<file path="config.mk">
export PLATFORM = sky130hd
export DESIGN_NAME = pwm_compare8
export DESIGN_NICKNAME = d
export VERILOG_FILES = /design/src/rtl/pwm_compare8.sv
export SDC_FILE = /design/constraint.sdc
export NUM_CORES = 1
export LEC_CHECK = 0
export CORE_MARGIN = 4
export CORE_UTILIZATION = 45
export CTS_BUF_LIST = sky130_fd_sc_hd__clkbuf_2
export DETAILED_ROUTE_END_ITERATION = 7
export PLACE_DENSITY = 0.73
export SETUP_SLACK_MARGIN = 0.1
export SLEW_MARGIN = 15
export SYNTH_ARGS = -nofsm -noshare
export SYNTH_HDL_FRONTEND = slang
export SYNTH_SLANG_ARGS = --single-unit
</file>
<file path="constraint.sdc">
create_clock -name CLK -period 1.26 [get_ports CLK]
set_input_delay 0.252 -clock CLK [delete_from_list [all_inputs] [get_ports CLK]]
set_output_delay 0.252 -clock CLK [all_outputs]
set_load 0.02 [all_outputs]
</file>
<file path="src/rtl/pwm_compare8.sv">
// Period-aligned PWM comparator fed by a free-running N-bit counter.
// Duty updates pass through a one-entry valid/ready shadow and apply only at the counter wrap.
module pwm_compare8 #(
   parameter int unsigned N = 8
) (
   input  logic         CLK,
   input  logic         RESET,
   input  logic [N-1:0] CNT,
   input  logic         TICK,
   input  logic         EN,
   input  logic [N-1:0] DUTY,
   input  logic         DUTY_VALID,
   output logic         DUTY_READY,
   output logic         PWM,
   output logic         PERIOD_DONE,
   output logic [N-1:0] PERIODS
);

   typedef enum logic [1:0] {StOff, StArmed, StRun} state_e;

   state_e       state_q, state_d;
   logic [N-1:0] active_q, active_d;
   logic [N-1:0] pend_q, pend_d;
   logic         pend_full_q, pend_full_d;
   logic         pwm_q, pwm_d;
   logic         period_done_q, period_done_d;
   logic [N-1:0] periods_q, periods_d;
   logic         accept;

   // Reset is the only input with a combinational path to an output.
   assign DUTY_READY = !RESET && !pend_full_q;
   assign accept     = DUTY_VALID && DUTY_READY;

   always_comb begin
      active_d      = active_q;
      pend_d        = pend_q;
      pend_full_d   = pend_full_q;
      state_d       = state_q;
      periods_d     = periods_q;
      period_done_d = 1'b0;
      pwm_d         = (state_q == StRun) && (CNT < active_q);

      // Transfer needs a full shadow and accept needs an empty one, so they never collide.
      if (TICK && pend_full_q) begin
         active_d    = pend_q;
         pend_full_d = 1'b0;
      end
      if (accept) begin
         pend_d      = DUTY;
         pend_full_d = 1'b1;
      end

      unique case (state_q)
         StOff: begin
            if (EN) state_d = StArmed;
         end
         StArmed: begin
            if (!EN)       state_d = StOff;
            else if (TICK) state_d = StRun;
         end
         StRun: begin
            if (TICK) begin
               period_done_d = 1'b1;
               periods_d     = periods_q + {{(N-1){1'b0}}, 1'b1};
               if (!EN) state_d = StOff;
            end
         end
         default: state_d = StOff;
      endcase
   end

   always_ff @(posedge CLK) begin
      if (RESET) begin
         state_q       <= StOff;
         active_q      <= '0;
         pend_q        <= '0;
         pend_full_q   <= 1'b0;
         pwm_q         <= 1'b0;
         period_done_q <= 1'b0;
         periods_q     <= '0;
      end else begin
         state_q       <= state_d;
         active_q      <= active_d;
         pend_q        <= pend_d;
         pend_full_q   <= pend_full_d;
         pwm_q         <= pwm_d;
         period_done_q <= period_done_d;
         periods_q     <= periods_d;
      end
   end

   assign PWM         = pwm_q;
   assign PERIOD_DONE = period_done_q;
   assign PERIODS     = periods_q;

endmodule

</file>
==> results of run 1 <==
how the worst max path moves through the flow:
stage                          start         end  slack, ns
after floorplan           PERIODS[1]  PERIODS[4]       0.07
final                     PERIODS[1]  PERIODS[5]      -0.03
after detailed placement       RESET  DUTY_READY      -0.45
after CTS                 PERIODS[0]  PERIODS[4]      0.009
after global routing      PERIODS[0]  PERIODS[4]      -0.11
after global placement         RESET  DUTY_READY      -0.45
state kept, by name (all words and copies together), names as in the netlist:
signal and count:
PERIODS 8, PERIOD_DONE 1, PWM 1, active_q 8, pend_full_q 1, pend_q 8
state_q 2
power groups by stage:
stage	clock [mW]	sequential [mW]	combinational, mW
floorplan	0	0.964	0.105
global placement	0	0.966	0.196
detailed placement	0	0.967	0.204
CTS	0.454	0.948	0.211
global route	0.490	0.952	0.259
finish	0.440	0.948	0.238
metal layers:
metal  global-route usage [%]  share of wire [%]  up-vias
met5                        0                  0        -
met3                     3.35                5.1        2
met2                     26.4                 48       25
li1                         -                  -      586
met1                     23.2                 47      512
met4                     5.57               0.62        0
timing repair:
item / CTS / global route
setup buffers: 4 / 3
resized for setup: 56 / 26
endpoints found under the setup margin: 26 / 30
pin swaps: 3 / 3
cell usage in the layout, fill, tap and decap left out, types with 3 or more instances in the layout:
master           Yosys  final
a21oi_1             16     14
buf_2                1      3
buf_4                0     13
buf_6                1      7
clkbuf_2             0      7
clkdlybuf4s50_1      0     18
dfxtp_1             29     15
dfxtp_2              0      7
dfxtp_4              0      7
ha_1                 8      4
ha_4                 0      4
inv_1                9      7
mux2i_1              8      8
nand2_1             23     21
nor2_1              15     15
o21ai_0              5      4
or3_1                3      3
per-stage QoR:
stage	setup TNS (ns)	hold WS, ns
finish	-0.0589	0.400
global route	-0.326	0.401
CTS	0	0.468
detailed placement	-6.97	0.455
global placement	-6.28	0.448
floorplan	0	0.341
final cells by class:
| class | instances | area (µm²) |
|---|---|---|
| multi-input combinational | 101 | 709 |
| inverter | 9 | 33.8 |
| timing repair buffer | 43 | 393 |
| clock buffer | 7 | 35.0 |
| sequential | 29 | 616 |
| fill | 234 | 905 |
| tap | 31 | 38.8 |
| clock inverter | 1 | 3.75 |
kinds of logic after synthesis:
family / count (synthesis)
AOI/OAI and AO/OA: 27
buffers and inverters: 15
and+or+nand+nor: 56
adders and majority gates: 8
DFF: 29
xor gates and xnor gates: 2
muxes: 8
critical path: cells and delay by family (launching register included):
kind	cells	cell delay, ns
flip-flops	1	0.39
buffers and inverters	1	0.10
AND/OR/NAND/NOR	2	0.61
AO/OA/AOI/OAI	1	0.13
==> impl_summary.txt, run 1 <==
----------------------------------------------------
[Detailed routing]
  DR DRC count ... 0
  Routed len/inst ... 13.8 µm
  Via-to-Cell Ratio ... 5.09
  Detailed-route via count ... 1,125
  Number of detailed-route iterations in the first pass ... 4
  Drt initial violations ... 19
  Post-Route WL ... 3050 µm
  Post-detailed-route count of antenna-violating nets ... 0

[Global routing]
  Number of global-route vias before repair ... 1,004
  First-pass GRT wire length ... 4620 µm
  Combined global-route utilization of all metal layers ... 16.8%
  Largest net degree at the start of global routing ... 30
  Remaining global-route overflow ... 0
  Initial antenna violation count ... 0

[Critical path]
  Crit-path max FO ... 6
  Reg2Reg Capture Point ... PERIODS[5]
  Ordered list of cells on the worst path ... buf_6 > nand3_2 > or4_1 > a21oi_1
  Crit Reg-Reg Startpoint ... PERIODS[1]
  Setup slack on the worst flop-to-flop path ... -0.03 ns
  Class of the most critical setup path ... reg -> reg
  Critical Path Max Stage Delay ... 0.49 ns
  Worst reg-to-reg path cell count ... 4
  Slowest cell on crit path ... or4_1
  Crit start category ... flip-flop
  Data arrival at the endpoint of the critical path ... 1.58 ns
  Required time at the endpoint of the critical path ... 1.55 ns
  Endpoint class of the critical path ... flip-flop

[Clock network]
  Number of sinks on the clock net ... 29
  Clock transition at the register clock pins on the worst setup and hold paths after CTS ... 0.15 ns
  TritonCTS clock tree ... yes
  Max H-tree Level ... 2
  Insertion delay of the later-clocked pin in the worst-skew pair ... 0.34 ns
  Number of buffers created by CTS ... 5
  Count of hold buffers inserted by post-cts repair ... 0
  Clock tree buffer depth ... 2
  Root Buffer ... clkbuf_2

[Synth]
  Combinational family with the most area after synthesis ... simple AND/OR/NAND/NOR gates
  Post-Syn Nets ... 174
  Multiplexer area fraction after synthesis ... 6.30%
  Most used DFF post-synth ... dfxtp_1
  Number of enable flip-flop cells after synthesis ... 0
  Cell types occupying the most area after synthesis ... dfxtp_1 (46%), ha_1 (7.9%), nand2_1 (6.8%)
  Simple-gate portion of the synthesized area ... 21.5%
  Share of synthesized area occupied by flip-flops and latches ... 45.7%
  Synth Area in Adders ... 7.87%
  Synth warnings ... 0
  Cell taking the most area after synthesis ... dfxtp_1
  Post-synthesis average cell area ... 8.77 µm²
  Syn Std Cell Area ... 1270 µm²
  Top cells by instance count after synthesis ... dfxtp_1 (29), nand2_1 (23), a21oi_1 (16)
  Distinct cells, synth ... 27
  Share of synthesized registers carrying an async set or reset ... 0%
  Total of flip-flops plus latches after synthesis ... 29
  Number of instances in the synthesized netlist ... 145
  Compound-gate portion of the synthesized area ... 12.2%
  Most frequent cell after synthesis ... dfxtp_1
  Yosys top cell area share ... 45.7%
  Post-synthesis xor/xnor area fraction ... 1.38%

[Status]
  Failing checks ... negative setup slack
  Result of the run ... finished, violations left

[Floorplan]
  X dimension of the die ... 61.2 µm
  Die extent in y ... 61.2 µm
  Std-Cell Rows ... 19
  Full die area ... 3740 µm²
  Core Region ... 2730 µm²
  Effective utilization at floorplan ... 46.5%
  I/O pin total ... 32

[Power]
  Power Total ... 1.63 mW
  Power per cell area ... 889 nW/µm²
  Net Switching ... 413 µW
  Power share of the sequential group ... 58.3%
  Fraction of power consumed by combinational cells ... 14.6%
  Max IR drop VDD ... 0.912 mV
  Share of total power in the clock network ... 27.1%
  Cell Int Power ... 1.21 mW
  Leakage power figure ... 0.722 nW
  Switching portion of total power ... 25.4%

[Timing]
  Final number of setup-violating endpoints ... 3
  Min cycle time layout ... 1.29 ns
  Final setup margin ... -0.0320 ns
  Max Clock Freq ... 774 MHz
  Fin. Hold Viols ... 0
  Fin crit share ... 103%
  Worst Tran Pin Value ... 0.344 ns
  Setup repair after global routing missed its margin ... true
  Tightest slew margin relative to the limit ... 76.5%
  Worst clock skew ... 0.0154 ns
  Max Transition Viols Final ... 0

[Final layout]
  Finished layout cell area ... 1830 µm²
  Share of the core filled with cells in the final layout ... 66.9%
  Fraction of layout cells with a size suffix above 1 ... 31.1%
  Area growth from synthesis to layout ... 43.9%
  Diodes inserted ... 0
  Net count, final ... 218
  Post-route non-filler standard cell count ... 221

[Place]
  Final weighted congestion in routability-driven placement ... 0.782
  Place WS ... -0.453 ns
  DP Cell Count ... 206
  Port bufs ... 31
  HPWL after DPL ... 2080 µm
  Standard cell area after detailed placement ... 1670 µm²

[Worst hold path]
  Hold path depth ... 4
  Worst Hold Launch ... CNT[1]
  Class of the tightest hold or removal check ... in -> reg
  Hold endpoint ... PWM

[Job]
  Maximum capacitance violations ... 0

----------------------------------------------------
No activity file was read; power rests on OpenSTA's default activity.
==> inputs of run 2 (changes only) <==
Settings changed: GPL_TIMING_DRIVEN from default to 0.
==> impl_summary.txt, run 2 (synthesis results as in run 1) <==
----------------------------------------------------
[Status]
  Result of the run ... finished, violations left
  Failing checks ... negative setup slack

[Detailed routing]
  Routed len/inst ... 14.4 µm (+4.6%)
  Drt initial violations ... 38 (+19)
  Detailed-route via count ... 1,208 (+7.4%)
  Via-to-Cell Ratio ... 5.37 (+5.5%)
  Post-detailed-route count of antenna-violating nets ... 0 (unchanged)
  Post-Route WL ... 3240 µm (+6.5%)
  Number of detailed-route iterations in the first pass ... 4 (unchanged)
  DR DRC count ... 0 (unchanged)

[Critical path]
  Required time at the endpoint of the critical path ... 1.54 ns (about the same)
  Worst reg-to-reg path cell count ... 6 (+2)
  Endpoint class of the critical path ... flip-flop
  Class of the most critical setup path ... reg -> reg
  Data arrival at the endpoint of the critical path ... 1.59 ns (about the same)
  Crit-path max FO ... 4 (-2)
  Crit start category ... flip-flop

[Timing]
  Final hold slack ... 0.137 ns (-0.263 ns)
  Max Transition Viols Final ... 0 (unchanged)
  Tightest slew margin relative to the limit ... 62.0% (-14 points)
  Worst Tran Pin Value ... 0.570 ns (+0.226 ns)
  Setup repair after global routing missed its margin ... true
  Fin crit share ... 104% (+1.4 points)
  Fin. Hold Viols ... 0 (unchanged)
  Worst clock skew ... 0.00491 ns (-0.0105 ns)
  Max Clock Freq ... 763 MHz (-1.4%)
  Final number of setup-violating endpoints ... 3 (unchanged)
  Total negative slack for setup checks ... -0.0683 ns (-0.00942 ns)
  Final setup margin ... -0.0501 ns (-0.0182 ns)
  Min cycle time layout ... 1.31 ns (+0.0182 ns)

[Floorplan]
  Die extent in y ... 61.2 µm (unchanged)
  I/O pin total ... 32 (unchanged)
  Std-Cell Rows ... 19 (unchanged)
  X dimension of the die ... 61.2 µm (unchanged)
  Core Region ... 2730 µm² (unchanged)
  Effective utilization at floorplan ... 46.5% (unchanged)
  Full die area ... 3740 µm² (unchanged)

[Place]
  Final weighted congestion in routability-driven placement ... 0.772 (-1.3%)
  HPWL after DPL ... 2140 µm (+2.7%)
  Standard cell area after detailed placement ... 1660 µm² (-0.90%)
  Port bufs ... 30 (-3.2%)

[Final layout]
  Most common cell after layout, fill and taps aside ... nand2_1
  Layout fillers ... 198 (-15%)
  Share of the core filled with cells in the final layout ... 70.2% (+3.2 points)
  Finished layout cell area ... 1920 µm² (+4.9%)
  Most frequent cells in the layout ... nand2_1 (22), clkdlybuf4s50_1 (18), dfxtp_1 (15)
  Area growth from synthesis to layout ... 50.9%
  Fraction of layout cells with a size suffix above 1 ... 35.1% (+4.0 points)
  Net count, final ... 223 (+2.3%)
  Diodes inserted ... 0 (unchanged)

[Global routing]
  Remaining global-route overflow ... 0 (unchanged)
  Combined global-route utilization of all metal layers ... 18.3% (+1.4 points)
  Number of global-route vias before repair ... 1,096 (+9.2%)
  Largest net degree at the start of global routing ... 11 (-63%)
  Initial antenna violation count ... 0 (unchanged)
  First-pass GRT wire length ... 4890 µm (+5.8%)

[Clock network]
  Count of hold buffers inserted by post-cts repair ... 0 (unchanged)
  Clock transition at the register clock pins on the worst setup and hold paths after CTS ... 0.14 ns (about the same)
  Root Buffer ... clkbuf_2
  Max H-tree Level ... 2 (unchanged)
  Number of buffers created by CTS ... 5 (unchanged)
  Number of sinks on the clock net ... 29 (unchanged)
  Insertion delay of the later-clocked pin in the worst-skew pair ... 0.37 ns (+0.03 ns)
  TritonCTS clock tree ... yes
  Clock tree buffer depth ... 2 (unchanged)

[Power]
  Power per cell area ... 846 nW/µm² (-4.9%)
  Power Total ... 1.62 mW (-0.24%)
  Leakage power figure ... 0.748 nW (+3.6%)
  Max IR drop VDD ... 0.755 mV (-17%)

[Job]
  Maximum capacitance violations ... 0 (unchanged)

[Worst hold path]
  Class of the tightest hold or removal check ... in -> reg
  Hold path depth ... 2 (-2)

----------------------------------------------------
-- run 2: cell type report --
type / instances / area (µm²) / area share, %
multi-input combinational: 102 / 746 / 38.9
sequential: 29 / 623 / 32.5
timing repair buffer: 41 / 388 / 20.2
buffer: 6 / 55.1 / 2.87
tap: 31 / 38.8 / 2.02
inverter: 9 / 33.8 / 1.76
clock buffer: 6 / 30.0 / 1.57
clock inverter: 1 / 3.75 / 0.196
-- run 2: power by group --
group / switching, mW / internal [mW] / total (mW)
Sequential: 0.0205 / 0.927 / 0.948
Combinational: 0.100 / 0.133 / 0.233
Clock: 0.312 / 0.129 / 0.441
Total: 0.433 / 1.19 / 1.62
-- run 2: per-stage QoR --
step	std cells	setup slack (ns)
after floorplan	145	0.0650
after global placement	206	-0.983
after detailed placement	206	-1.01
after CTS	219	-0.00714
after global routing	225	-0.104
final	225	-0.0501
-- run 2: repair_timing --
action                     in CTS  in global routing
gates cloned                    0                  1
setup endpoints to repair      31                 29
resized for setup              69                 34
setup buffers                   6                  5
pin swaps                       4                  6
-- run 2: per-layer routing --
metal	track usage (%)	wire length [µm]
met5	0	0
met4	9.91	112
met3	6.29	172
met2	26.7	1480
met1	23.5	1480
-- run 2: worst paths after layout --
check | from | end | slack (ns)
max | PERIODS[0] | PERIODS[2] | -0.05
min | TICK | state_q[0] | 0.14
max reg2reg | PERIODS[0] | PERIODS[2] | -0.05
min reg2reg | active_q[7] | active_q[7] | 0.47
-- run 2: worst max-delay path, stage by stage, from the launching register on --
cell and delay, ns:
dfxtp_4 0.41, ha_4 0.12, nand4b_1 0.17, buf_4 0.19, buf_6 0.11, xor2_1 0.16
nor2_1 0.06
==> inputs of run 3 (changes only) <==
Settings changed: CORE_ASPECT_RATIO from default to 0.8, CORE_UTILIZATION 45 to 54, PLACE_DENSITY 0.73 to 0.83.
Clock period 1.26 ns to 1.6 ns, I/O delays scaled along.
==> impl_summary.txt, run 3 (synthesis results as in run 1) <==
----------------------------------------------------
[Clock network]
  Max H-tree Level ... 2 (unchanged)
  Root Buffer ... clkbuf_2
  Clock transition at the register clock pins on the worst setup and hold paths after CTS ... 0.16 ns (+0.02 ns)
  Setup Buffers After CTS ... 0 (-6)
  Number of buffers created by CTS ... 5 (unchanged)
  Clock tree buffer depth ... 2 (unchanged)
  Insertion delay of the later-clocked pin in the worst-skew pair ... 0.36 ns (about the same)
  Number of cells upsized or downsized after cts ... 24 (-65%)
  Count of hold buffers inserted by post-cts repair ... 0 (unchanged)
  TritonCTS clock tree ... yes
  Number of sinks on the clock net ... 29 (unchanged)

[Place]
  HPWL after DPL ... 2170 µm (+1.7%)
  Port bufs ... 30 (unchanged)
  DP Cell Count ... 200 (-2.9%)
  Final weighted congestion in routability-driven placement ... 0.762 (-1.4%)
  Place WS ... -0.945 ns (+0.0657 ns)
  Standard cell area after detailed placement ... 1600 µm² (-3.2%)

[Floorplan]
  Full die area ... 3200 µm² (-14%)
  X dimension of the die ... 62.2 µm (+1.8%)
  Effective utilization at floorplan ... 57.9% (+11 points)
  I/O pin total ... 32 (unchanged)
  Core Region ... 2200 µm² (-20%)
  Std-Cell Rows ... 15 (-4)
  Die extent in y ... 51.4 µm (-16%)

[Global routing]
  Combined global-route utilization of all metal layers ... 19.1% (+0.89 points)
  First-pass GRT wire length ... 4770 µm (-2.4%)
  Number of global-route vias before repair ... 1,038 (-5.3%)
  Remaining global-route overflow ... 0 (unchanged)
  Largest net degree at the start of global routing ... 11 (unchanged)
  Initial antenna violation count ... 0 (unchanged)

[Power]
  Power Total ... 1.45 mW (-11%)
  Max IR drop VDD ... 0.779 mV (+3.3%)
  Leakage power figure ... 0.682 nW (-8.9%)
  Power per cell area ... 857 nW/µm² (+1.4%)

[Final layout]
  Finished layout cell area ... 1690 µm² (-12%)
  Most frequent cells in the layout ... dfxtp_1 (25), nand2_1 (23), clkdlybuf4s50_1 (18)
  Most common cell after layout, fill and taps aside ... dfxtp_1
  Post-route non-filler standard cell count ... 208 (-7.6%)
  Area growth from synthesis to layout ... 32.8%
  Diodes inserted ... 0 (unchanged)
  Fraction of layout cells with a size suffix above 1 ... 10.4% (-25 points)
  Net count, final ... 211 (-5.4%)

[Detailed routing]
  Via-to-Cell Ratio ... 5.42 (+1.0%)
  Drt initial violations ... 62 (+63%)
  Post-detailed-route count of antenna-violating nets ... 0 (unchanged)
  Detailed-route via count ... 1,128 (-6.6%)
  Post-Route WL ... 2910 µm (-10%)
  DR DRC count ... 0 (unchanged)
  Number of detailed-route iterations in the first pass ... 4 (unchanged)
  Routed len/inst ... 14.0 µm (-3.0%)

[Worst hold path]
  Hold endpoint ... state_q[0]
  Class of the tightest hold or removal check ... in -> reg
  Hold path depth ... 2 (unchanged)
  Worst Hold Launch ... TICK

[Critical path]
  Crit-path max FO ... 10 (+6)
  Setup slack on the worst flop-to-flop path ... 0.17 ns (+0.22 ns)
  Reg2Reg Capture Point ... PERIODS[4]
  Slowest cell on crit path ... dlygate4sd2_1
  Ordered list of cells on the worst path ... dlygate4sd2_1 > buf_8 > clkbuf_8 > nor2_4 > buf_6
  Class of the most critical setup path ... in -> out
  Data arrival at the endpoint of the critical path ... 1.14 ns (-0.45 ns)
  Critical Path Max Stage Delay ... 0.27 ns (-0.14 ns)
  Required time at the endpoint of the critical path ... 1.28 ns (-0.26 ns)
  Worst reg-to-reg path cell count ... 4 (-2)
  Endpoint class of the critical path ... output pin
  Crit start category ... input pin
  Crit Reg-Reg Startpoint ... PERIODS[1]

[Timing]
  Tightest slew margin relative to the limit ... 69.2% (+7.2 points)
  Fin. Hold Viols ... 0 (unchanged)
  Worst Tran Pin Value ... 0.462 ns (-0.109 ns)
  Final number of setup-violating endpoints ... 0 (-3)
  Max Transition Viols Final ... 0 (unchanged)
  Max Clock Freq ... 683 MHz
  Setup repair after global routing missed its margin ... false
  Min cycle time layout ... 1.46 ns
  Final setup margin ... 0.136 ns (+0.186 ns)
  Worst clock skew ... 0.0172 ns (+0.0123 ns)
  Total negative slack for setup checks ... 0 ns (+0.0683 ns)
  Fin crit share ... 91.5%

[Job]
  Maximum capacitance violations ... 0 (unchanged)

[Status]
  Result of the run ... complete, no violations

----------------------------------------------------
[run 3: final cells by class]
class	count	area [µm²]
Multi-Input combinational cell	101	633
Clock inverter	2	33.8
Buffer	6	52.6
Tap cell	25	31.3
Clock buffer	6	30.0
Sequential cell	29	586
Timing Repair Buffer	30	288
Inverter	9	33.8
Fill cell	176	508
[run 3: worst max path at each step]
| stage | start | endpoint | slack (ns) | cells past startpoint |
|---|---|---|---|---|
| floorplan | PERIODS[0] | PERIODS[4] | 0.22 | 4 |
| finish | RESET | DUTY_READY | 0.14 | 5 |
| global placement | RESET | DUTY_READY | -0.88 | 5 |
| detailed placement | RESET | DUTY_READY | -0.94 | 5 |
| CTS | PERIODS[0] | PERIODS[0] | 0.11 | 1 |
| global route | RESET | DUTY_READY | 0.08 | 5 |
[run 3: layer usage]
metal  global-route usage (%)  vias to the layer above  routed length (µm)
li1                         -                      569                   -
met3                     9.23                        6                 253
met2                     29.1                       49                1320
met1                     23.5                      504                1280
met4                     6.86                        0                  57
met5                        0                        -                   0
[run 3: where the power goes]
part | switching (mW) | total (mW) | internal, mW | leakage [nW]
registers | 0.0162 | 0.760 | 0.744 | 0.238
logic | 0.0738 | 0.166 | 0.0919 | 0.403
clock network | 0.254 | 0.521 | 0.267 | 0.0406
[run 3: per-stage QoR]
step	hold WS (ns)	utilization, %
after floorplan	0.409	-
after global placement	0.443	73.0
after detailed placement	0.447	73.0
after CTS	0.181	76.2
after global routing	0.161	76.9
final	0.172	76.9
[run 3: worst max-delay path: cells and delay by family]
family / cells / cell delay (ns)
simple gates: 1 / 0.11
buf+inv: 4 / 0.71
